### config.mk
export PLATFORM = sky130hd
export DESIGN_NAME = pipeline_hazard_ctrl
export DESIGN_NICKNAME = d
export VERILOG_FILES = /design/src/rtl/pipeline_hazard_ctrl.sv
export SDC_FILE = /design/constraint.sdc
export NUM_CORES = 1
export LEC_CHECK = 0
export CORE_MARGIN = 3
export CORE_UTILIZATION = 25
export DETAILED_ROUTE_END_ITERATION = 7
export HOLD_SLACK_MARGIN = 0.02
export PLACE_DENSITY_LB_ADDON = 0.05
export SYNTH_ARGS = -nofsm -noshare
export SYNTH_HDL_FRONTEND = slang
export SYNTH_SLANG_ARGS = --single-unit
### constraint.sdc
create_clock -name clk -period 4.9 [get_ports clk]
set_input_delay 0.49 -clock clk [delete_from_list [all_inputs] [get_ports clk]]
set_output_delay 0.49 -clock clk [all_outputs]
set_load 0.03 [all_outputs]
### src/rtl/pipeline_hazard_ctrl.sv
// Stall/flush controller for a 5-stage pipeline: memory freeze, taken-branch flush, load-use stall,
// plus a saturating count of cycles in which any pipeline register was held or bubbled.
module pipeline_hazard_ctrl #(
    parameter int REG_W        = 5,
    parameter int ZERO_REG     = 31,
    parameter int FLUSH_CYCLES = 1,
    parameter int CNT_W        = 16
) (
    input  logic             clk,
    input  logic             reset,
    input  logic [REG_W-1:0] id_rn,
    input  logic [REG_W-1:0] id_rm,
    input  logic             id_uses_rn,
    input  logic             id_uses_rm,
    input  logic             ex_is_load,
    input  logic [REG_W-1:0] ex_rd,
    input  logic             branch_taken,
    input  logic             mem_busy,
    input  logic             clr_cnt,
    output logic             pc_en,
    output logic             ifid_en,
    output logic             idex_en,
    output logic             exmem_en,
    output logic             memwb_en,
    output logic             ifid_flush,
    output logic             idex_flush,
    output logic [CNT_W-1:0] stall_count
);

    localparam int FL_W = (FLUSH_CYCLES > 1) ? $clog2(FLUSH_CYCLES) : 1;
    localparam logic [REG_W-1:0] ZERO_SPEC = REG_W'(ZERO_REG);

    typedef enum logic [1:0] {S_INIT, S_RUN, S_MEM_WAIT, S_FLUSH} state_t;

    state_t            r_state, w_state_next;
    logic              r_pending_br, w_pending_br_next;
    logic [FL_W-1:0]   r_flush_left, w_flush_left_next;
    logic [CNT_W-1:0]  r_stall_count;
    logic              w_load_use;
    logic              w_freeze;
    logic              w_stall;

    assign w_load_use = ex_is_load && (ex_rd != ZERO_SPEC) &&
                        ((id_uses_rn && (id_rn == ex_rd)) || (id_uses_rm && (id_rm == ex_rd)));

    always_comb begin
        pc_en             = 1'b1;
        ifid_en           = 1'b1;
        idex_en           = 1'b1;
        exmem_en          = 1'b1;
        memwb_en          = 1'b1;
        ifid_flush        = 1'b0;
        idex_flush        = 1'b0;
        w_freeze          = 1'b0;
        w_state_next      = r_state;
        w_pending_br_next = r_pending_br;
        w_flush_left_next = r_flush_left;

        case (r_state)
            S_INIT: begin
                ifid_flush   = 1'b1;
                idex_flush   = 1'b1;
                w_state_next = S_RUN;
            end
            S_FLUSH: begin
                // EX holds a bubble here, so branch_taken cannot be genuine and is ignored.
                if (mem_busy) begin
                    w_freeze = 1'b1;
                end else begin
                    ifid_flush        = 1'b1;
                    w_flush_left_next = r_flush_left - FL_W'(1);
                    if (r_flush_left == FL_W'(1)) begin
                        w_state_next = S_RUN;
                    end
                end
            end
            default: begin
                if (mem_busy) begin
                    w_freeze          = 1'b1;
                    w_pending_br_next = ((r_state == S_MEM_WAIT) && r_pending_br) || branch_taken;
                    w_state_next      = S_MEM_WAIT;
                end else if (((r_state == S_MEM_WAIT) && r_pending_br) || branch_taken) begin
                    ifid_flush        = 1'b1;
                    idex_flush        = 1'b1;
                    w_pending_br_next = 1'b0;
                    if (FLUSH_CYCLES > 1) begin
                        w_flush_left_next = FL_W'(FLUSH_CYCLES - 1);
                        w_state_next      = S_FLUSH;
                    end else begin
                        w_state_next = S_RUN;
                    end
                end else begin
                    w_pending_br_next = 1'b0;
                    w_state_next      = S_RUN;
                    if (w_load_use) begin
                        pc_en      = 1'b0;
                        ifid_en    = 1'b0;
                        idex_flush = 1'b1;
                    end
                end
            end
        endcase

        // A freeze holds every register and never bubbles anything.
        if (w_freeze) begin
            pc_en    = 1'b0;
            ifid_en  = 1'b0;
            idex_en  = 1'b0;
            exmem_en = 1'b0;
            memwb_en = 1'b0;
        end
    end

    assign w_stall = !(pc_en && ifid_en && idex_en && exmem_en && memwb_en) || ifid_flush || idex_flush;

    always_ff @(posedge clk or negedge reset) begin
        if (!reset) begin
            r_state       <= S_INIT;
            r_pending_br  <= 1'b0;
            r_flush_left  <= '0;
            r_stall_count <= '0;
        end else begin
            r_state      <= w_state_next;
            r_pending_br <= w_pending_br_next;
            r_flush_left <= w_flush_left_next;
            if (clr_cnt) begin
                r_stall_count <= '0;
            end else if (w_stall && (r_state != S_INIT) && !(&r_stall_count)) begin
                r_stall_count <= r_stall_count + CNT_W'(1);
            end
        end
    end

    assign stall_count = r_stall_count;

endmodule

# Word level (Yosys, flattened, before mapping)
# Index checks and enable logic that the tools add are counted.
# classes
n_addsub,2
eq_ne,7
mux,23
n_bitwise,1
reduce_logical,23
# ops
operator,n
$mux W16,2
$add A16 B1 Y16 const B,1
$reduce_and A16 Y1,1
$mux W1,15
$eq A5 B5 Y1,2
$logic_and A1 B1 Y1,10
$mux W2,3
$ne A5 B5 Y1 const B,1
$eq A2 B2 Y1 const B,2
$logic_or A1 B1 Y1,4
$ne A2 B2 Y1 const B,2
$pmux W1 S2,2
$pmux W2 S2,1
$reduce_and A2 Y1,2
$reduce_bool A2 Y1,2
$logic_not A1 Y1,2
$logic_not A2 Y1,1
$reduce_or A2 Y1,1
$not A1 Y1,1
$sub A1 B1 Y1 const B,1
# totals
reg_bits,20
inputBits,23
out_inout_bits,23
elab_cells,60

# Longest topological paths before layout
# Gate-level depths: netlist (run 1).
# depth
ltp_word,19
mapped_depth,9
depth_no_buf,8

# Worst setup path after synthesis (run 1)
# No wires, ideal clock.
# synth_timing
kind,reg2reg
start,"register r_stall_count[0], in the netlist stall_count[0]"
end,"register r_stall_count[5], in the netlist stall_count[5]"
setup_ns,0.127
arrival_ns,2.008
t_required_ns,4.773
path_slack_ns,2.764
path_stages_with_launch,8
path_buffers,0
synth_period_minus_slack_ns,2.136
cell_sequence,dfrtp_1 ha_1 and3_1 a41oi_2 and3_1 a21o_1 and3_1 mux2_1
# synth_via
elab_chain_len,4
word_cells_on_any_way,7
classes_between,add/sub (1); mux (2); reduce/logical (4)
# synth_rtl
element,line,rtl
from (decl),38,logic [CNT_W-1:0] r_stall_count;
from (signal assigned),129,r_stall_count <= r_stall_count + CNT_W'(1);
"parallel branches: the longest is 4 deep, another holds $add A16 B1 Y16",-,
# Several ways; the timed one is not identified. The select of a mux whose other input is x is not followed.
# A chain may end at the register's enable or synchronous reset.

# Final worst setup path (run 1)
# layout_timing
start,register r_state[0]
end,output port ifid_flush
# layout_via
elab_chain_len,6
word_cells_on_any_way,8
classes_between,eq/ne (2); mux (3); reduce/logical (3)
# layout_rtl
element,line,rtl
from (decl),35,"state_t r_state, w_state_next;"
from (signal assigned),123,r_state <= w_state_next;
$eq A2 B2 Y1,82,end else if (((r_state == S_MEM_WAIT) && r_pending_br) || branch_taken) begin
$logic_and A1 B1 Y1,82,
$logic_or A1 B1 Y1,82,
$mux W1,82,
$mux W1,78,if (mem_busy) begin
$pmux W1 S2 (*),59,case (r_state)
to (decl),25,"output logic ifid_flush,"
# Every way passes the cells marked *; elsewhere a longest branch is shown, timed or not.

==> results of run 1 <==
-- cell type report --
cell class | count | area [sq um]
fill | 531 | 3280
tap | 70 | 87.6
timing repair buffer | 45 | 450
multi-input combinational | 116 | 790
clock buffer | 3 | 41.3
inverter | 5 | 18.8
sequential | 20 | 500
-- placed cells by master, fill, tap and decap left out, types with 2 or more instances in the layout --
cell,count
a31oi_2,2
mux2_2,2
inv_1,5
o31ai_1,2
nand3_1,3
nand2_1,14
dfrtp_1,20
nor2_1,8
mux2i_1,2
nor2b_1,6
o21ai_1,4
a21oi_1,12
nand4_1,4
clkbuf_8,3
xnor2_1,12
clkdlybuf4s50_1,45
and2_1,4
and4_1,2
and3_1,7
o21ai_0,3
or4_1,2
mux2_1,3
ha_1,4
or3_1,7
-- metrics by stage --
stage / power [uW] / utilization [%] / hold WS [ps] / cell area (sq um) / instances
floorplan: 443 / - / 194 / 1360 / 149
global placement: 544 / 35.7 / 474 / 1850 / 256
detailed placement: 551 / 35.7 / 475 / 1850 / 256
CTS: 665 / 36.5 / 497 / 1890 / 259
global route: 709 / 36.5 / 519 / 1890 / 259
finish: 654 / 36.5 / 491 / 1890 / 259
-- where the power goes --
group          internal, uW  switching, uW
sequential              188           22.4
clock                  54.8           54.9
combinational           138            196
total                   381            273
-- metal layers --
metal | up-vias | share of wire [%] | wire, um
met5 | - | 0 | 0
met4 | 0 | 1.2 | 41
met3 | 4 | 6.5 | 228
met2 | 46 | 47 | 1650
met1 | 596 | 46 | 1610
li1 | 606 | - | -
-- worst min-delay path by stage --
stage                             startpoint                       end  slack (ps)  depth (start not counted)
detailed placement  r_pending_br$_DFFE_PN0N_  r_pending_br$_DFFE_PN0N_         480                          1
global placement    r_pending_br$_DFFE_PN0N_  r_pending_br$_DFFE_PN0N_         470                          1
CTS                 r_pending_br$_DFFE_PN0N_  r_pending_br$_DFFE_PN0N_         500                          1
finish              r_pending_br$_DFFE_PN0N_  r_pending_br$_DFFE_PN0N_         490                          1
floorplan                              reset  r_flush_left$_DFFE_PN0P_         190                          0
global route        r_flush_left$_DFFE_PN0P_  r_flush_left$_DFFE_PN0P_         520                          1
-- cells by family after synthesis --
group / count (synthesis) / synth area share, %
adders and majority gates: 4 / 3.69
AOI/OAI and AO/OA: 30 / 15.2
DFF: 20 / 36.9
xor gates and xnor gates: 13 / 8.40
buffers and inverters: 13 / 4.80
and+or+nand+nor: 62 / 25.3
muxes: 7 / 5.63
-- state kept, by name (all words and copies together), names as in the netlist --
register and flops:
r_pending_br 1, r_state 2, r_flush_left 1, stall_count 16
-- worst max-delay path, cell delays in order, from the launching register on --
cell,delay [ps]
dfrtp_1,400
inv_1,80
ha_1,390
inv_1,140
or3_1,410
o21ai_0,90
clkdlybuf4s50_1,700
==> results.txt, run 1 <==
Period utilisation layout = 60.0%
# IOs = 46
Worst r2r dst = stall_count[1]$_DFFE_PN0P_
CTS tree = done
CP startpoint kind = register
Placer Congestion = 0.727
Initial core utilization = 26.2%
Antenna cells = 0
Skew-Pair Late Insertion Delay = 260 ps
Final WS setup = 1960 ps
Yosys cell types = 38
Async S/R FF share, synth = 100%
CP max FO = 6
Initial drt markers = 46
Max cap viols = 0
Vias in the first global route = 1291
Mapped Area = 0.00136 sq mm
Kind of end point of the critical path = output pin
Area share of the largest cell type after synthesis = 36.9%
Core box area = 0.00517 sq mm
CTS Hold Bufs = 0
Die W = 79.6 um
Req. time, crit path = 4410 ps
Primary FF master, synth = dfrtp_1
DP Worst Slack = 1960 ps
Routed wire length = 3530 um
Total gr overflow = 0
Register area share after synthesis = 36.9%
Die area = 0.00634 sq mm
Nets = 218
Die Ht = 79.6 um
Root Driver = clkbuf_8
Clock period minus worst slack = 2940 ps
Rel. slew slack = 33.0%
H-tree depth = 1
Initial antenna violation count = 0
Drt first pass iters = 4
Routing usage on met2 = 19.4%
P_leak = 0.000763 uW
Synth area leaders = dfrtp_1 37%, xnor2_1 7.8%, a21oi_1 4.4%
Outcome = complete, no violations
Via count = 1252
Hpwl dp = 2680 um
Reg-to-reg startpoint = r_state[0]$_DFFE_PN0P_
R2R depth = 8
Fin. Hold Viols = 0
Clock skew = 2.15 ps
Clock slew at reported path FFs = 70 ps
Cell taking the most area after synthesis = dfrtp_1
Busiest grt layer = met2
Largest vdd supply drop = 0.188 mV
Critical Path End = ifid_flush
Flops & latches, synth = 20
First-pass GRT wire length = 5910 um
M1 GR Usage = 14.5%
Mapped Cells = 149
Least-Margin Pin Slew = 1000 ps
Max Slew Vio Count = 0
Worst min path class = reg -> reg
Achievable Freq = 340 MHz
RSZ-0062 raised after global routing = no
CTS sink count = 20
CP Class = reg -> out
DRT antenna net count = 0
Post-synthesis net count = 176
Clock Path Buffers = 2
PwrDens = 346 mW/mm^2
Setup bufs post-CTS = 0
Largest net degree at the start of global routing = 22
CTS resizes = 0
M3 GR Usage = 2.60%
Mean area per synthesized cell = 9.09 sq um
Routed len/inst = 13.6 um
Yosys warning count = 0
Number of synthesized flops with an enable pin = 0
DRC Markers = 0
Mean number of vias per cell = 4.83
Setup TNS = 0 ps
Buffers added on ports = 45
Commonest cells in the synthesized netlist = 20 x dfrtp_1, 14 x nand2_1, 12 x a21oi_1, 12 x xnor2_1, 8 x nor2_1
Arrival @ worst endpoint = 2450 ps
TritonCTS Buffers = 3
Area growth, synth to finish = 39.3%
Share of cells above drive strength 1 = 5.29%
Worst setup path startpoint = r_state[0]$_DFFE_PN0P_
Gr usage total = 11.7%
Setup violators final = 0
Count leader, synth = dfrtp_1
R2R Setup Slk = 2460 ps
Std-Cell Rows = 26
Power figures use the tool's default switching activity.
==> run 2: changes to the inputs <==
==> constraint.sdc (replaced) <==
create_clock -name clk -period 3 [get_ports clk]
set_input_delay 0.3 -clock clk [delete_from_list [all_inputs] [get_ports clk]]
set_output_delay 0.3 -clock clk [all_outputs]
set_load 0.03 [all_outputs]
==> run 2 against run 1 <==
Clock power rose by 94%. Sequential share of layout area shrank 0.30 points. First-iteration DRC count up 22%. Final cell count increased by 0.77%. Clock-buffer cell count is 1 higher. Non-clock buffer count rose by 1. Die area is the same. Global-route usage shrank 0.16 points. Utilization is 0.41 points higher. Critical endpoint unchanged. Largest power group unchanged.
==> results.txt, run 2 (synthesized netlist as in run 1, its figures left out) <==
Outcome = complete, no violations
Area growth, synth to finish = 40.9%
Area of the multi-input gates = 790 sq um (unchanged)
Reg-to-reg startpoint = r_state[0]$_DFFE_PN0P_
Vias in the first global route = 1273 (-1.4%)
Period utilisation layout = 91.4%
Number of flip-flops in the largest register = 16 (unchanged)
Clock Path Buffers = 2 (unchanged)
Leading cell type in the layout, fill and taps excluded = clkdlybuf4s50_1
Initial core utilization = 26.2% (unchanged)
CP Class = reg -> out
Initial drt markers = 56 (+22%)
Rel. slew slack = 32.7% (-0.36 points)
Setup bufs post-CTS = 0 (unchanged)
Die Ht = 79.6 um (unchanged)
H-tree depth = 1 (unchanged)
P_leak = 0.000775 uW (+1.6%)
Die W = 79.6 um (unchanged)
First-pass GRT wire length = 5890 um (-0.24%)
R2R depth = 7 (-1)
Routed wire length = 3470 um (-1.6%)
CTS Hold Bufs = 0 (unchanged)
Die area = 0.00634 sq mm (unchanged)
RSZ-0062 raised after global routing = no
Worst r2r dst = stall_count[13]$_DFFE_PN0P_
# IOs = 46 (unchanged)
Fin. Hold Viols = 0 (unchanged)
Gr usage total = 11.6% (-0.16 points)
Clock skew = 7.27 ps (+5.12 ps)
Sequential cell area = 500 sq um (unchanged)
Power Total = 1100 uW (+68%)
CTS tree = done
Placer Congestion = 0.704 (-3.1%)
Skew-Pair Late Insertion Delay = 260 ps (about the same)
Largest vdd supply drop = 0.273 mV (+45%)
Hold path endpoint = r_pending_br$_DFFE_PN0N_
Achievable Freq = 365 MHz
Hold Path Origin = r_pending_br$_DFFE_PN0N_
Max Slew Vio Count = 0 (unchanged)
Final Util = 36.9% (+0.41 points)
DRC Markers = 0 (unchanged)
Largest net degree at the start of global routing = 22 (unchanged)
Worst min path class = reg -> reg
Share of cells above drive strength 1 = 6.28% (+0.99 points)
Kind of end point of the critical path = output pin
Antenna cells = 0 (unchanged)
Core box area = 0.00517 sq mm (unchanged)
Setup TNS = 0 ps (unchanged)
Std-Cell Rows = 26 (unchanged)
CP startpoint kind = register
DRT antenna net count = 0 (unchanged)
Setup violators final = 0 (unchanged)
Least-Margin Pin Slew = 1010 ps (+5.46 ps)
PwrDens = 575 mW/mm^2 (+66%)
Routed len/inst = 13.3 um (-2.4%)
R2R Setup Slk = 570 ps (-1890 ps)
Req. time, crit path = 2700 ps (-1710 ps)
Via count = 1213 (-3.1%)
Max cap viols = 0 (unchanged)
CTS resizes = 0 (unchanged)
Hold-critical path depth = 1 (unchanged)
FILL cells = 539 (+1.5%)
Initial antenna violation count = 0 (unchanged)
Drt first pass iters = 4 (unchanged)
Hpwl dp = 2750 um (+2.6%)
Arrival @ worst endpoint = 2440 ps (about the same)
Clock slew at reported path FFs = 90 ps (+20 ps)
Root Driver = clkbuf_8
Mean number of vias per cell = 4.65 (-3.9%)
Total gr overflow = 0 (unchanged)
Clock period minus worst slack = 2740 ps
Nets = 219 (+0.46%)
Most frequent cells in the layout = 45 x clkdlybuf4s50_1, 20 x dfrtp_1, 14 x nand2_1
CP max FO = 6 (unchanged)
TritonCTS Buffers = 3 (unchanged)
CTS sink count = 20 (unchanged)
Buffers added on ports = 45 (unchanged)
run 2: area by class of cell:
class                      instances  share of cell area [%]
timing repair buffer              46                    24.0
sequential                        20                    26.2
clock buffer                       4                    2.88
tap                               70                    4.59
multi-input combinational        116                    41.3
inverter                           5                   0.983
run 2: report_power, final:
part | total, uW | internal [uW] | leakage [uW] | switching (uW)
combinational | 540 | 225 | 0.000476 | 315
clock | 213 | 117 | 0.0000288 | 96.1
sequential | 344 | 308 | 0.000270 | 36.8
total | 1100 | 649 | 0.000775 | 448
run 2: per-layer routing:
| metal | vias to the layer above | track usage, % | routed length (um) |
|---|---|---|---|
| li1 | 609 | - | - |
| met1 | 562 | 14.3 | 1560 |
| met2 | 40 | 20.3 | 1690 |
| met3 | 2 | 2.71 | 202 |
| met4 | 0 | 2.58 | 23 |
| met5 | - | 0 | 0 |
run 2: worst max-delay path by stage:
stage / slack (ps) / start / end
floorplan: 860 / stall_count[0]$_DFFE_PN0P_ / stall_count[5]$_DFFE_PN0P_
global placement: 450 / ex_rd[4] / pc_en
detailed placement: 410 / ex_rd[4] / stall_count[13]$_DFFE_PN0P_
CTS: 250 / r_state[0]$_DFFE_PN0P_ / ifid_flush
global route: 140 / r_state[0]$_DFFE_PN0P_ / idex_flush
finish: 260 / r_state[0]$_DFFE_PN0P_ / ifid_flush
run 2: through the flow:
step / setup WS [ps] / hold slack, ps / area [sq um] / std cells
finish: 259 / 498 / 1910 / 261
detailed placement: 408 / 477 / 1850 / 257
floorplan: 864 / 4.41 / 1360 / 149
global route: 139 / 517 / 1910 / 261
global placement: 454 / 474 / 1850 / 257
CTS: 251 / 501 / 1910 / 261
run 2: worst max-delay path, stage by stage, from the launching register on:
cell and delay (ps):
dfrtp_1 410, inv_1 80, ha_1 380, inv_1 130
or3_1 400, o21ai_0 90, clkdlybuf4s50_1 690
==> run 3: changes to the inputs <==
--- a/config.mk
+++ b/config.mk
@@ -7,6 +7,7 @@
 export LEC_CHECK = 0
 export CORE_MARGIN = 3
 export CORE_UTILIZATION = 25
+export CTS_CLUSTER_DIAMETER = 50
 export DETAILED_ROUTE_END_ITERATION = 7
 export HOLD_SLACK_MARGIN = 0.02
 export PLACE_DENSITY_LB_ADDON = 0.05
==> results of run 3 <==
No change in the layout: final DEF, timing and power equal those of run 2.
